`config.mk`:
```
export PLATFORM = sky130hd
export DESIGN_NAME = ray_lane_collector
export DESIGN_NICKNAME = d
export VERILOG_FILES = /design/src/rtl/ray_lane_collector.sv
export SDC_FILE = /design/constraint.sdc
export NUM_CORES = 1
export LEC_CHECK = 0
export ABC_AREA = 1
export CAP_MARGIN = 20
export CELL_PAD_IN_SITES_DETAIL_PLACEMENT = 1
export CELL_PAD_IN_SITES_GLOBAL_PLACEMENT = 1
export CORE_MARGIN = 2
export CORE_UTILIZATION = 40
export CTS_CLUSTER_DIAMETER = 150
export DETAILED_ROUTE_END_ITERATION = 8
export HOLD_SLACK_MARGIN = 0.06
export PLACE_DENSITY = 0.73
export SLEW_MARGIN = 20
export SYNTH_ARGS = -nofsm -noshare
export SYNTH_HDL_FRONTEND = slang
export SYNTH_SLANG_ARGS = --single-unit
```
`constraint.sdc`:
```
create_clock -name clk -period 2.9 [get_ports clk]
set_input_delay 0.29 -clock clk [delete_from_list [all_inputs] [get_ports clk]]
set_output_delay 0.29 -clock clk [all_outputs]
set_load 0.05 [all_outputs]
```
`src/rtl/ray_lane_collector.sv`:
```
// ray_lane_collector
// Issues raster-ordered pixel coordinates round-robin to N_LANES ray lanes.
// Each lane returns results into its own result FIFO. The FIFOs are drained
// in the same lane order, so the output stream comes back in raster order.
// The output carries sof/last_x framing and honours ready_external backpressure.
//
// Ports
//   clk, reset_n                  clock, async active-low reset
//   image_width, image_height     frame size, sampled when start is accepted
//   start / busy / frame_done     frame control and status
//   issue_valid/lane/x/y          coordinate issue to the lanes
//   issue_ready                   per-lane issue accept
//   res_valid/res_rgb/res_ready   per-lane result input ({r,g,b} per lane)
//   ready_external                downstream accept
//   valid_data_out, r, g, b       output pixel
//   sof, last_x                   frame / row framing of the output pixel
//
// state    | meaning
// ---------+------------------------------------------------------------
// ST_IDLE  | no frame; waiting for start
// ST_RUN   | issuing coordinates and collecting results
// ST_DRAIN | every coordinate issued; collecting the remaining results

module ray_lane_collector #(
   parameter  int N_LANES    = 4,
   parameter  int CH_W       = 8,
   parameter  int DIM_W      = 13,
   parameter  int FIFO_DEPTH = 4,
   localparam int LANE_W     = (N_LANES > 1) ? $clog2(N_LANES) : 1
) (
   input  logic                        clk,
   input  logic                        reset_n,
   input  logic [DIM_W-1:0]            image_width,
   input  logic [DIM_W-1:0]            image_height,
   input  logic                        start,
   output logic                        busy,
   output logic                        frame_done,
   output logic                        issue_valid,
   output logic [LANE_W-1:0]           issue_lane,
   output logic [DIM_W-1:0]            issue_x,
   output logic [DIM_W-1:0]            issue_y,
   input  logic [N_LANES-1:0]          issue_ready,
   input  logic [N_LANES-1:0]          res_valid,
   input  logic [N_LANES*3*CH_W-1:0]   res_rgb,
   output logic [N_LANES-1:0]          res_ready,
   input  logic                        ready_external,
   output logic                        valid_data_out,
   output logic [CH_W-1:0]             r,
   output logic [CH_W-1:0]             g,
   output logic [CH_W-1:0]             b,
   output logic                        sof,
   output logic                        last_x
);

   localparam int CNT_W = $clog2(FIFO_DEPTH + 1);
   localparam int PTR_W = $clog2(FIFO_DEPTH);
   localparam int PIX_W = 3 * CH_W;

   typedef enum logic [1:0] {
      ST_IDLE,
      ST_RUN,
      ST_DRAIN
   } state_t;

   state_t             state_q, state_d;
   logic [DIM_W-1:0]   w_q, w_d, h_q, h_d;
   logic [DIM_W-1:0]   ix_q, ix_d, iy_q, iy_d;
   logic [LANE_W-1:0]  ilane_q, ilane_d;
   logic [LANE_W-1:0]  elane_q, elane_d;
   logic [DIM_W-1:0]   ox_q, ox_d, oy_q, oy_d;
   logic               coll_done_q, coll_done_d;
   logic               vld_q, vld_d;
   logic [PIX_W-1:0]   rgb_q, rgb_d;
   logic               sof_q, sof_d;
   logic               lx_q, lx_d;
   logic               last_pix_q, last_pix_d;
   logic               frame_done_q, frame_done_d;

   logic [N_LANES-1:0] fifo_empty;
   logic [N_LANES-1:0] credit_full;
   logic [PIX_W-1:0]   fifo_head [N_LANES];

   logic               issue_fire;
   logic               issue_last;
   logic               pop_en;
   logic               out_accept;

   assign busy        = (state_q != ST_IDLE);
   assign issue_valid = (state_q == ST_RUN) && !credit_full[ilane_q];
   assign issue_fire  = issue_valid && issue_ready[ilane_q];
   assign issue_last  = (ix_q == w_q - DIM_W'(1)) && (iy_q == h_q - DIM_W'(1));
   assign out_accept  = vld_q && ready_external;
   // coll_done_q stops the collector once the frame's last pixel is popped,
   // so stray results left in a FIFO are not emitted as part of this frame.
   assign pop_en      = busy && !coll_done_q && !fifo_empty[elane_q] &&
                        (!vld_q || ready_external);

   // ------------------------------------------------------------------
   // Per-lane result FIFO and issue credit counter
   // ------------------------------------------------------------------
   for (genvar i = 0; i < N_LANES; i++) begin : g_lane
      logic [PIX_W-1:0] mem_q [FIFO_DEPTH];
      logic [PIX_W-1:0] mem_d [FIFO_DEPTH];
      logic [PTR_W-1:0] wr_q, wr_d, rd_q, rd_d;
      logic [CNT_W-1:0] cnt_q, cnt_d;
      logic [CNT_W-1:0] outst_q, outst_d;
      logic             full;
      logic             push;
      logic             pop;
      logic             inc;
      logic             dec;

      assign full           = (cnt_q == CNT_W'(FIFO_DEPTH));
      assign fifo_empty[i]  = (cnt_q == '0);
      assign res_ready[i]   = !full;
      assign push           = res_valid[i] && !full;
      assign pop            = pop_en && (elane_q == LANE_W'(i));
      assign fifo_head[i]   = mem_q[rd_q];
      assign credit_full[i] = (outst_q == CNT_W'(FIFO_DEPTH));
      assign inc            = issue_fire && (ilane_q == LANE_W'(i));
      // Results buffered while idle were never issued; keep the credit at 0.
      assign dec            = pop && (outst_q != '0);

      always_comb begin
         mem_d   = mem_q;
         wr_d    = wr_q;
         rd_d    = rd_q;
         cnt_d   = cnt_q;
         outst_d = outst_q;
         if (push) begin
            mem_d[wr_q] = res_rgb[i*PIX_W +: PIX_W];
            wr_d = (wr_q == PTR_W'(FIFO_DEPTH - 1)) ? '0 : wr_q + PTR_W'(1);
         end
         if (pop) begin
            rd_d = (rd_q == PTR_W'(FIFO_DEPTH - 1)) ? '0 : rd_q + PTR_W'(1);
         end
         if (push && !pop) begin
            cnt_d = cnt_q + CNT_W'(1);
         end else if (pop && !push) begin
            cnt_d = cnt_q - CNT_W'(1);
         end
         if (inc && !dec) begin
            outst_d = outst_q + CNT_W'(1);
         end else if (dec && !inc) begin
            outst_d = outst_q - CNT_W'(1);
         end
      end

      always_ff @(posedge clk or negedge reset_n) begin
         if (!reset_n) begin
            for (int k = 0; k < FIFO_DEPTH; k++) begin
               mem_q[k] <= '0;
            end
            wr_q    <= '0;
            rd_q    <= '0;
            cnt_q   <= '0;
            outst_q <= '0;
         end else begin
            mem_q   <= mem_d;
            wr_q    <= wr_d;
            rd_q    <= rd_d;
            cnt_q   <= cnt_d;
            outst_q <= outst_d;
         end
      end
   end

   // ------------------------------------------------------------------
   // Sequencing, issue counters, collection and output register
   // ------------------------------------------------------------------
   always_comb begin
      state_d      = state_q;
      w_d          = w_q;
      h_d          = h_q;
      ix_d         = ix_q;
      iy_d         = iy_q;
      ilane_d      = ilane_q;
      elane_d      = elane_q;
      ox_d         = ox_q;
      oy_d         = oy_q;
      coll_done_d  = coll_done_q;
      vld_d        = vld_q;
      rgb_d        = rgb_q;
      sof_d        = sof_q;
      lx_d         = lx_q;
      last_pix_d   = last_pix_q;
      frame_done_d = 1'b0;

      if (issue_fire) begin
         ilane_d = (ilane_q == LANE_W'(N_LANES - 1)) ? '0 : ilane_q + LANE_W'(1);
         if (ix_q == w_q - DIM_W'(1)) begin
            ix_d = '0;
            iy_d = iy_q + DIM_W'(1);
         end else begin
            ix_d = ix_q + DIM_W'(1);
         end
      end

      case (state_q)
         ST_IDLE: begin
            if (start) begin
               if ((image_width != '0) && (image_height != '0)) begin
                  state_d     = ST_RUN;
                  w_d         = image_width;
                  h_d         = image_height;
                  ix_d        = '0;
                  iy_d        = '0;
                  ilane_d     = '0;
                  elane_d     = '0;
                  ox_d        = '0;
                  oy_d        = '0;
                  coll_done_d = 1'b0;
                  last_pix_d  = 1'b0;
               end else begin
                  frame_done_d = 1'b1;
               end
            end
         end
         ST_RUN: begin
            if (issue_fire && issue_last) begin
               state_d = ST_DRAIN;
            end
         end
         default: begin
         end
      endcase

      if (out_accept) begin
         vld_d = 1'b0;
         if (last_pix_q) begin
            frame_done_d = 1'b1;
            state_d      = ST_IDLE;
         end
      end

      if (pop_en) begin
         vld_d      = 1'b1;
         rgb_d      = fifo_head[elane_q];
         sof_d      = (ox_q == '0) && (oy_q == '0);
         lx_d       = (ox_q == w_q - DIM_W'(1));
         last_pix_d = (ox_q == w_q - DIM_W'(1)) && (oy_q == h_q - DIM_W'(1));
         elane_d    = (elane_q == LANE_W'(N_LANES - 1)) ? '0 : elane_q + LANE_W'(1);
         if (ox_q == w_q - DIM_W'(1)) begin
            ox_d = '0;
            oy_d = oy_q + DIM_W'(1);
            if (oy_q == h_q - DIM_W'(1)) begin
               coll_done_d = 1'b1;
            end
         end else begin
            ox_d = ox_q + DIM_W'(1);
         end
      end
   end

   always_ff @(posedge clk or negedge reset_n) begin
      if (!reset_n) begin
         state_q      <= ST_IDLE;
         w_q          <= '0;
         h_q          <= '0;
         ix_q         <= '0;
         iy_q         <= '0;
         ilane_q      <= '0;
         elane_q      <= '0;
         ox_q         <= '0;
         oy_q         <= '0;
         coll_done_q  <= 1'b0;
         vld_q        <= 1'b0;
         rgb_q        <= '0;
         sof_q        <= 1'b0;
         lx_q         <= 1'b0;
         last_pix_q   <= 1'b0;
         frame_done_q <= 1'b0;
      end else begin
         state_q      <= state_d;
         w_q          <= w_d;
         h_q          <= h_d;
         ix_q         <= ix_d;
         iy_q         <= iy_d;
         ilane_q      <= ilane_d;
         elane_q      <= elane_d;
         ox_q         <= ox_d;
         oy_q         <= oy_d;
         coll_done_q  <= coll_done_d;
         vld_q        <= vld_d;
         rgb_q        <= rgb_d;
         sof_q        <= sof_d;
         lx_q         <= lx_d;
         last_pix_q   <= last_pix_d;
         frame_done_q <= frame_done_d;
      end
   end

   assign frame_done     = frame_done_q;
   assign issue_lane     = ilane_q;
   assign issue_x        = ix_q;
   assign issue_y        = iy_q;
   assign valid_data_out = vld_q;
   assign r              = rgb_q[PIX_W-1 -: CH_W];
   assign g              = rgb_q[2*CH_W-1 -: CH_W];
   assign b              = rgb_q[CH_W-1:0];
   assign sof            = sof_q;
   assign last_x         = lx_q;

endmodule

```
* Word-level counts from Yosys, hierarchy flattened
Cells that the tools add are included.
** Word-level totals
- Logic and storage cells :: 343
- Bits of input ports :: 134
- Register bits :: 538
** Cells by class
- Add/subtract/negate cells :: 32
- Reduce and logical (&&, ||, !) cells :: 102
- Equal/unequal tests :: 27
- Multiplexer cells :: 110
- Order comparisons :: 15
- Bitwise logic cells :: 9
** Operator list (number)
- 96-bit bitwise mux :: 4
- 24-bit two-way mux :: 14
- 13-bit two-way mux :: 20
- 24-bit binary-select mux with 2-bit select :: 5
- 24-bit demux with 2-bit select :: 4
- 13-bit by 1-bit adder with 13-bit output (second input constant) :: 4
- 13-bit equality test :: 4
- 3-bit two-way mux :: 16
- 1-bit logical AND :: 47
- 2-bit two-way mux :: 23
- 3-bit >= comparator (second input constant) :: 9
- 2-bit NOT with 3-bit output :: 9
- 13-bit logical NOT :: 2
- 13-bit nonzero test :: 2
- 2-bit nonzero test :: 13
- 13-bit by 1-bit subtractor with 13-bit output (second input constant) :: 2
- 3-bit by 1-bit adder with 3-bit output (second input constant) :: 8
- 2-bit equality test (second input constant) :: 12
- 3-bit equality test (second input constant) :: 8
- 1-bit logical NOT :: 24
- 3-bit by 1-bit subtractor with 3-bit output (second input constant) :: 8
- 2-bit by 1-bit adder with 2-bit output (second input constant) :: 10
- 1-bit two-way mux :: 20
- 3-bit logical NOT :: 4
- 9 further kinds :: 23

* Depth between registers and ports, before layout
Gate-level depths: netlist (run 1).
- Depth in word-level cells :: 11
- Depth in mapped cells :: 19
- Depth with buffers taken out :: 17

* Worst setup path after synthesis (run 1)
Ideal clock, no wire load.
- Kind :: reg2reg
- From :: reg ilane_q[0] (netlist: issue_lane[0])
- To :: reg g_lane[2].outst_q[2]
- Setup slack :: 28 ps
- Clock period less this slack :: 2872 ps
- Arrival time :: 2742 ps
- Required time :: 2769 ps
- Cell stages (with the launch flop) :: 16
- Cell sequence :: dfrtp_1 -> inv_1 -> nand3_1 -> nand2_1 -> nand2_1 -> nand3_1 -> nor2_1 -> inv_1 -> clkbuf_1 -> nor2_1 -> ha_1 -> inv_1 -> fa_1 -> a21oi_1 -> o21ai_0 -> xor2_1
** On the way
- Cells in the longest elaborated chain, start to end :: 9
- Elaborated cells on any way between the ends :: 14
** Ends and longest elaborated chain
- start: declaration :: RTL line 68 : logic [LANE_W-1:0] ilane_q, ilane_d;
- start signal: assignment :: RTL line 279 : ilane_q <= ilane_d;
- 1-bit binary-select mux with 2-bit select :: RTL line 89 : assign issue_valid = (state_q == ST_RUN) && !credit_full[ilane_q];
- 1-bit two-way mux (not written as such) :: RTL line 89
- 1-bit logical NOT :: RTL line 89
- 1-bit logical AND :: RTL line 89
- 1-bit logical AND :: RTL line 90 : assign issue_fire = issue_valid && issue_ready[ilane_q];
- 1-bit logical AND * :: RTL line 120 : assign inc = issue_fire && (ilane_q == LANE_W'(i));
- 1-bit logical NOT :: RTL line 144 : end else if (dec && !inc) begin
- 1-bit logical AND :: RTL line 144
- 2-bit nonzero test (no line)
- end signal: assignment :: RTL line 163 : outst_q <= outst_d;
- end: declaration :: RTL line 106 : logic [CNT_W-1:0] outst_q, outst_d;
Every way passes the cells marked *; elsewhere a longest branch is shown, timed or not. The select of a mux whose other input is x is not followed.
A chain may end at the register's enable or synchronous reset.

* Worst setup path after layout (run 1)
- From :: reg g_lane[0].cnt_q[0]
- To :: reg g_lane[2].cnt_q[2]
** On the way
- Cells in the longest elaborated chain, start to end :: 10
- Elaborated cells on any way between the ends :: 12
** Ends and longest elaborated chain
- start: declaration :: RTL line 105 : logic [CNT_W-1:0] cnt_q, cnt_d;
- start signal: assignment :: RTL line 162 : cnt_q <= cnt_d;
- 3-bit logical NOT * :: RTL line 114 : assign fifo_empty[i] = (cnt_q == '0);
- 1-bit binary-select mux with 2-bit select * :: RTL line 95 : assign pop_en = busy && !coll_done_q && !fifo_empty[elane_q] &&
- 1-bit two-way mux (not written as such) * :: RTL line 95
- 1-bit logical NOT * :: RTL line 95
- 1-bit logical AND * (2 in a row) :: RTL line 95
- 1-bit logical AND * :: RTL line 117 : assign pop = pop_en && (elane_q == LANE_W'(i));
- 1-bit logical NOT :: RTL line 137 : if (push && !pop) begin
- 1-bit logical AND :: RTL line 137
- 3-bit two-way mux or 2-bit nonzero test (tied branches)
- end signal: assignment :: RTL line 162
- end: declaration :: RTL line 105
Marked as above.

==> results of run 1 <==
-- Yosys cell counts (3+ instances only) --
cell type and count:
clkinv_1 5, o221ai_1 38, o21ai_1 9, a211oi_1 11, fa_1 8, mux2_2 7
buf_1 10, nor3_1 30, xnor2_1 14, buf_2 8, ha_1 44, nor2_8 3
mux2i_1 14, inv_2 7, clkbuf_1 156, nor2_4 3, o22ai_1 59, nor4_1 12
nor2_2 7, a21oi_1 26, dfrtp_1 538, nand4_1 25, nand2_2 7, nor2_1 316
inv_1 258, nand3_2 9, o21ai_0 652, nand2_4 4, o211ai_1 17, nand3_1 119
xor2_1 33, nand2_1 811
-- power by group through the flow --
stage / registers, W / clock network, W / logic [W]
2_1_floorplan: 0.0135 / 0 / 0.0104
3_3_place_gp: 0.0130 / 0 / 0.0167
3_5_place_dp: 0.0132 / 0 / 0.0175
4_1_cts: 0.0132 / 0.00805 / 0.0176
5_1_grt: 0.0136 / 0.00831 / 0.0196
6_report: 0.0132 / 0.00790 / 0.0176
-- stage by stage --
step | util | setup slack, ns | instance area [µm²] | hold WS (ns) | std cells
after floorplan | - | 0.0276 | 26500 | -0.00559 | 3272
after global placement | 0.450 | 0.162 | 29500 | 0.276 | 4224
after detailed placement | 0.450 | 0.0627 | 29500 | 0.280 | 4224
after CTS | 0.481 | 0.0457 | 31600 | 0.196 | 4336
after global routing | 0.481 | 0.0266 | 31600 | 0.239 | 4336
final | 0.481 | 0.248 | 31600 | 0.207 | 4337
-- flip-flops by register name (all words and copies together), names as in the netlist, 2 cells and up --
signal	flops
g_lane.rd_q	8
g_lane.outst_q	12
elane_q	2
h_q	13
issue_y	13
g_lane.cnt_q	12
issue_x	13
state_q	2
rgb_q	24
issue_lane	2
w_q	13
g_lane.wr_q	8
oy_q	13
g_lane.mem_q	384
ox_q	13
-- how the worst max path moves through the flow --
stage                       startpoint              endpoint  slack (ns)  cells past startpoint
global placement            elane_q[0]    g_lane[3].cnt_q[1]        0.16                     13
finish              g_lane[0].cnt_q[0]    g_lane[2].cnt_q[2]        0.25                     15
floorplan                issue_lane[0]  g_lane[2].outst_q[2]        0.03                     15
global route        g_lane[0].cnt_q[0]    g_lane[2].cnt_q[2]        0.03                     15
detailed placement          elane_q[0]    g_lane[3].cnt_q[1]        0.06                     13
CTS                         elane_q[0]    g_lane[2].cnt_q[2]        0.05                     15
-- layout make-up --
| class | count | area (µm²) | share of cell area |
|---|---|---|---|
| Tap cell | 864 | 1080 | 0.0342 |
| Clock inverter | 22 | 290 | 0.00919 |
| Sequential cell | 538 | 13500 | 0.426 |
| Inverter | 270 | 1020 | 0.0322 |
| Multi-Input combinational cell | 2287 | 11300 | 0.359 |
| Antenna cell | 1 | 2.50 | 0.0000793 |
| Timing Repair Buffer | 266 | 2640 | 0.0835 |
| Clock buffer | 89 | 1750 | 0.0554 |
-- cell families after synthesis --
group,Yosys count,synth area share
AND/OR/NAND/NOR,1348,0.209
AO/OA/AOI/OAI,817,0.166
flip-flops,538,0.508
buffers and inverters,447,0.0647
adder cells (fa/ha/maj),52,0.0268
XOR/XNOR,49,0.0172
multiplexers,21,0.00826
-- critical path: stages, from the launching register on --
cell and delay (ns):
dfrtp_1 0.42, inv_1 0.10, nand2_1 0.06, o31ai_1 0.21
nand2_1 0.09, nand4_1 0.11, inv_1 0.05, nand2_1 0.12
inv_4 0.12, nand2_1 0.11, ha_1 0.15, inv_1 0.08
fa_1 0.41, a21oi_1 0.19, o21ai_1 0.12, xor2_1 0.15
-- what timing repair did --
action,in CTS,in global routing
gates resized for setup,0,8
hold buffers,1,0
setup endpoints to repair,0,18
hold endpoints to repair,51,0
-- layer usage --
layer	share of wire	wire, µm
met5	0.000090	8
met4	0.047	4130
met3	0.040	3540
met2	0.48	42100
met1	0.44	38800
==> impl_metrics.py, run 1 <==
metrics = {
    "outcome": {
        "status": "finished, final reports clean",
    },
    "synth": {
        "syn_avg_cell_area_um2": 8.10,
        "yosysTopAreaCell": "dfrtp_1",
        "ys_seq_area_frac": 0.508,
        "ys.flop_type": "dfrtp_1",
        "syn-num-nets": 3458,
        "synthDominantCellAreaShare": 0.508,
        "syn_area_um2": 26500,
        "synth_warnings": 0,
        "syn-instance-count": 3272,
        "synth_area_leaders": "dfrtp_1 (51%), o21ai_0 (12%), nand2_1 (11%)",
        "synth-async-reset-ratio": 1.00,
        "synth_cell_types": 40,
        "synth-seq-cells": 538,
        "synth-edff-count": 0,
    },
    "route": {
        "drt-wirelength-per-cell_um": 20.4,
        "ant_nets": 0,
        "drc_errors": 0,
        "vias": 23600,
        "wirelength_um": 88500,
        "first_iter_violations": 1486,
        "post_drt_via_cell_ratio": 5.45,
        "first_pass_iters": 5,
    },
    "floorplan": {
        "die_w_um": 261,
        "core_um2": 65600,
        "row_count": 94,
        "initial_utilization": 0.404,
        "fp.dieH_um": 261,
        "ios": 196,
        "die-area_um2": 68300,
    },
    "grt": {
        "grt_pass1_vias": 25200,
        "gr-usage-met2": 0.434,
        "grtUsageTotal": 0.260,
        "grt_use_met1": 0.338,
        "globalRouteOverflowTotal": 0,
        "grt_pass1_wl_um": 140000,
        "grt_max_degree": 107,
        "grt-busiest-layer": "met2",
        "antenna_found_initial": 2,
        "grtUsageMet3": 0.0325,
    },
    "sta": {
        "relSlewSlack": 0.494,
        "slew_viol_final": 0,
        "rsz0062_at_grt": "no",
        "setup_viol": 0,
        "tightest_slew_ns": 0.758,
        "tns_ns": 0,
        "fin_crit_sh": 0.915,
        "fin_crit_ns": 2.65,
        "fmax_ghz": 0.377,
        "hold_violations": 0,
        "clock_skew_ns": 0.0456,
    },
    "layout": {
        "n_fill_cell": 7807,
        "final_cell_mix": "nand2_1 (811), o21ai_0 (651), dfrtp_1 (537), nor2_1 (314), inv_1 (257)",
        "area_delta_synth_final_pct": 19.2,
        "drive_above_1_share": 0.0642,
        "fin_nets": 3609,
        "final_common_cell": "nand2_1",
    },
    "worst_setup_path": {
        "critPathCaptureType": "flop",
        "start_kind": "flop",
        "crit_fanout": 18,
        "worstRegToRegCells": 15,
        "timing.rr.end": "g_lane[2].cnt_q[2]",
        "rr_startpoint": "g_lane[0].cnt_q[0]",
        "arrival_ns": 3.14,
        "required_ns": 3.39,
        "ff2ff_setup_slack_ns": 0.25,
        "timing_worst_setup_path_type": "reg2reg",
    },
    "cts": {
        "clockBufferDepth": 3,
        "clk-insertion-delay-late_ns": 0.66,
        "numCtsBuffers": 60,
        "post-cts-setup-buffer-count": 0,
        "cts-root-buf": "clkbuf_16",
        "tritoncts": "built",
        "clkTransAtPathRegs_ns": 0.06,
        "cts_sinks": 538,
        "cts_htree_levels": 2,
    },
    "pwr": {
        "pwr-share-clk": 0.204,
        "p_seq_frac": 0.341,
        "p_per_area_nw_per_um2": 1230,
        "p_switching_w": 0.0175,
        "p_int_w": 0.0212,
        "power.total_w": 0.0387,
        "p_leak_nw": 14.8,
        "p_comb_frac": 0.455,
        "peakVddDrop_uv": 737,
        "sw_frac_of_total": 0.451,
    },
    "place": {
        "post-dp-hpwl_um": 60900,
        "place_congestion": 0.866,
        "portBuffers": 195,
    },
    "run": {
        "drv_cap": 0,
    },
    "worst_hold_path": {
        "hold_class": "in2async",
    },
}
No activity file was read; power rests on OpenSTA's default activity.
==> inputs of run 2 (changes only) <==
--- a/config.mk
+++ b/config.mk
@@ -5,12 +5,11 @@
 export SDC_FILE = /design/constraint.sdc
 export NUM_CORES = 1
 export LEC_CHECK = 0
-export ABC_AREA = 1
 export CAP_MARGIN = 20
 export CELL_PAD_IN_SITES_DETAIL_PLACEMENT = 1
 export CELL_PAD_IN_SITES_GLOBAL_PLACEMENT = 1
 export CORE_MARGIN = 2
-export CORE_UTILIZATION = 40
+export CORE_UTILIZATION = 44
 export CTS_CLUSTER_DIAMETER = 150
 export DETAILED_ROUTE_END_ITERATION = 8
 export HOLD_SLACK_MARGIN = 0.06
==> run 2 against run 1 <==
The flow now finishes with violations (setup timing). Wire length fell by 15%. Area after synthesis decreased by 0.94%. Cell area increased by 4.5%. Count of clock-buffer cells in the layout decreased by 1.
==> impl_metrics.py, run 2 <==
metrics = {
    "layout": {
        "fin_nets": 2454,
        "top_register": "g_lane.mem_q",
        "final_common_cell": "dfrtp_1",
        "drive_above_1_share": 0.396,
        "reg_top3": "g_lane.mem_q: 384 flops, rgb_q: 24 flops",
        "largest_reg_flops": 384,
        "area_delta_synth_final_pct": 25.7,
        "final_cell_mix": "dfrtp_1 (533), mux2_2 (422), clkdlybuf4s50_1 (193), nand2_1 (154), buf_4 (154)",
    },
    "grt": {
        "grt_max_degree": 90,
        "grt_pass1_wl_um": 114000,
        "globalRouteOverflowTotal": 0,
        "grt_pass1_vias": 19700,
        "antenna_found_initial": 12,
        "grtUsageTotal": 0.243,
    },
    "floorplan": {
        "core_um2": 59000,
        "die-area_um2": 61600,
        "initial_utilization": 0.445,
        "fp.dieH_um": 248,
        "row_count": 89,
        "ios": 196,
        "die_w_um": 248,
    },
    "synth": {
        "yosysMostFrequentCell": "dfrtp_1",
        "synth_warnings": 0,
        "ys_seq_area_frac": 0.513,
        "synth-edff-count": 0,
        "synth_area_leaders": "dfrtp_1 (51%), mux2_2 (18%), mux4_2 (10%)",
        "syn-instance-count": 1937,
        "syn-num-nets": 2123,
        "synth_cell_types": 65,
        "syn_avg_cell_area_um2": 13.6,
        "yosysTopAreaCell": "dfrtp_1",
        "synth-seq-cells": 538,
        "netlist_top_cells_count": "dfrtp_1 (538), mux2_2 (425), nand2_1 (160)",
        "ys.flop_type": "dfrtp_1",
        "synth-async-reset-ratio": 1.00,
        "synthDominantCellAreaShare": 0.513,
        "syn_area_um2": 26200,
    },
    "pwr": {
        "p_int_w": 0.0245,
        "pwr-share-clk": 0.203,
        "p_comb_frac": 0.448,
        "power.total_w": 0.0379,
        "sw_frac_of_total": 0.352,
        "p_seq_frac": 0.349,
        "p_switching_w": 0.0133,
        "p_leak_nw": 14.0,
        "peakVddDrop_uv": 748,
        "p_per_area_nw_per_um2": 1150,
    },
    "worst_setup_path": {
        "cp_top_family": "simple AND/OR/NAND/NOR gates",
        "timing_worst_setup_path_type": "reg2reg",
        "slowest_delay_ns": 0.51,
        "critPathCaptureType": "flop",
        "crit_chain": "inv_2 > ha_4 > or3b_4 > or4_4 > a221oi_4 > nand2_2 > or4_4 > or4_4 > nand2_2",
        "ff2ff_setup_slack_ns": -0.19,
        "crit_path_frequent_cell": "or4_4",
        "cp_slowest_cell": "or4_4",
        "required_ns": 3.47,
        "crit_fanout": 7,
        "start_kind": "flop",
        "arrival_ns": 3.66,
        "crit_buf_inv": 1,
    },
    "sta": {
        "fin_crit_ns": 3.09,
        "tightest_slew_ns": 0.899,
        "slew_viol_final": 0,
        "rsz0062_at_grt": "yes",
        "clock_skew_ns": 0.0283,
        "setup_viol": 32,
        "layout_setup_ws_ns": -0.190,
        "fin_crit_sh": 1.07,
        "relSlewSlack": 0.400,
        "fmax_ghz": 0.324,
        "hold_violations": 0,
        "tns_ns": -2.85,
    },
    "cts": {
        "cts_htree_levels": 2,
        "tritoncts": "built",
        "cts_sinks": 538,
        "clockBufferDepth": 3,
        "numCtsBuffers": 59,
        "clkTransAtPathRegs_ns": 0.06,
        "cts-root-buf": "clkbuf_16",
        "clk-insertion-delay-late_ns": 0.64,
    },
    "outcome": {
        "violations": "setup timing",
        "status": "finished with violations",
    },
    "route": {
        "vias": 17600,
        "first_pass_iters": 4,
        "post_drt_via_cell_ratio": 5.70,
        "wirelength_um": 75100,
        "drc_errors": 0,
        "drt-wirelength-per-cell_um": 24.3,
        "first_iter_violations": 824,
        "ant_nets": 0,
    },
    "run": {
        "drv_cap": 0,
    },
    "place": {
        "place_congestion": 0.888,
        "portBuffers": 195,
        "post-dp-hpwl_um": 50300,
    },
    "worst_hold_path": {
        "hold_class": "in2reg",
    },
}
run 2: area by class of cell:
type,count,area [µm²]
fillers,5754,26000
flip-flops and latches,538,13500
multi-input cells,1247,12700
repair buffers,380,3660
clock buffers,88,1760
well taps,773,967
clock inverters,16,236
inverters,42,160
diodes,5,12.5
run 2: routing by layer:
metal,vias up,global-route usage,wire (µm)
li1,7736,-,-
met1,9334,0.296,30100
met2,341,0.430,39100
met3,162,0.0474,3500
met4,20,0.0832,2280
met5,-,0,139
run 2: power by group through the flow:
| stage | Clock [W] | Combinational, W | Sequential [W] |
|---|---|---|---|
| finish | 0.00767 | 0.0170 | 0.0132 |
| detailed placement | 0 | 0.0160 | 0.0132 |
| global placement | 0 | 0.0154 | 0.0128 |
| global route | 0.00812 | 0.0181 | 0.0137 |
| CTS | 0.00786 | 0.0166 | 0.0132 |
| floorplan | 0 | 0.0106 | 0.0132 |
run 2: what timing repair did:
item	in CTS	in global routing
cloned	4	1
pin swaps	13	32
hold buffers	1	0
setup endpoints to repair	60	68
gates resized for setup	28	88
setup buffers	12	21
hold endpoints to repair	62	0
run 2: path summary, 6_finish.rpt:
path | endpoint | depth (start not counted) | start
min | frame_done | 3 | start
max reg2reg | oy_q[10] | 9 | w_q[0]
max | oy_q[10] | 9 | w_q[0]
min reg2reg | rgb_q[7] | 2 | rgb_q[7]
max in group asynchronous | g_lane[1].mem_q[53] | 3 | reset_n
min in group asynchronous | g_lane[0].mem_q[16] | 2 | reset_n
run 2: stage by stage:
stage           util  std cells  hold slack (ns)  worst slack, ns  instance area [µm²]
4_1_cts        0.550       3064            0.260           -0.173                32500
3_5_place_dp   0.511       2944            0.322           -0.346                30200
6_report       0.559       3089            0.301           -0.190                33000
5_1_grt        0.559       3086            0.314           -0.274                33000
2_1_floorplan      -       1937         -0.00559           -0.328                26400
3_3_place_gp   0.511       2944            0.310           -0.298                30200
run 2: kinds of logic (layout without fill, tap and decap cells):
group,count (synthesis),count (layout),synth area share
fa+ha+maj,52,52,0.0271
compound gates,129,130,0.0351
simple gates,412,412,0.0760
mux,557,557,0.290
other cells,0,5,0
flops,538,538,0.513
xor+xnor,96,96,0.0357
buf+inv,153,526,0.0229
run 2: tightest hold or removal path, delay by kind of cell:
kind                   cells  cell delay (ns)
buffers and inverters      1             0.45
AND/OR/NAND/NOR            2             0.14
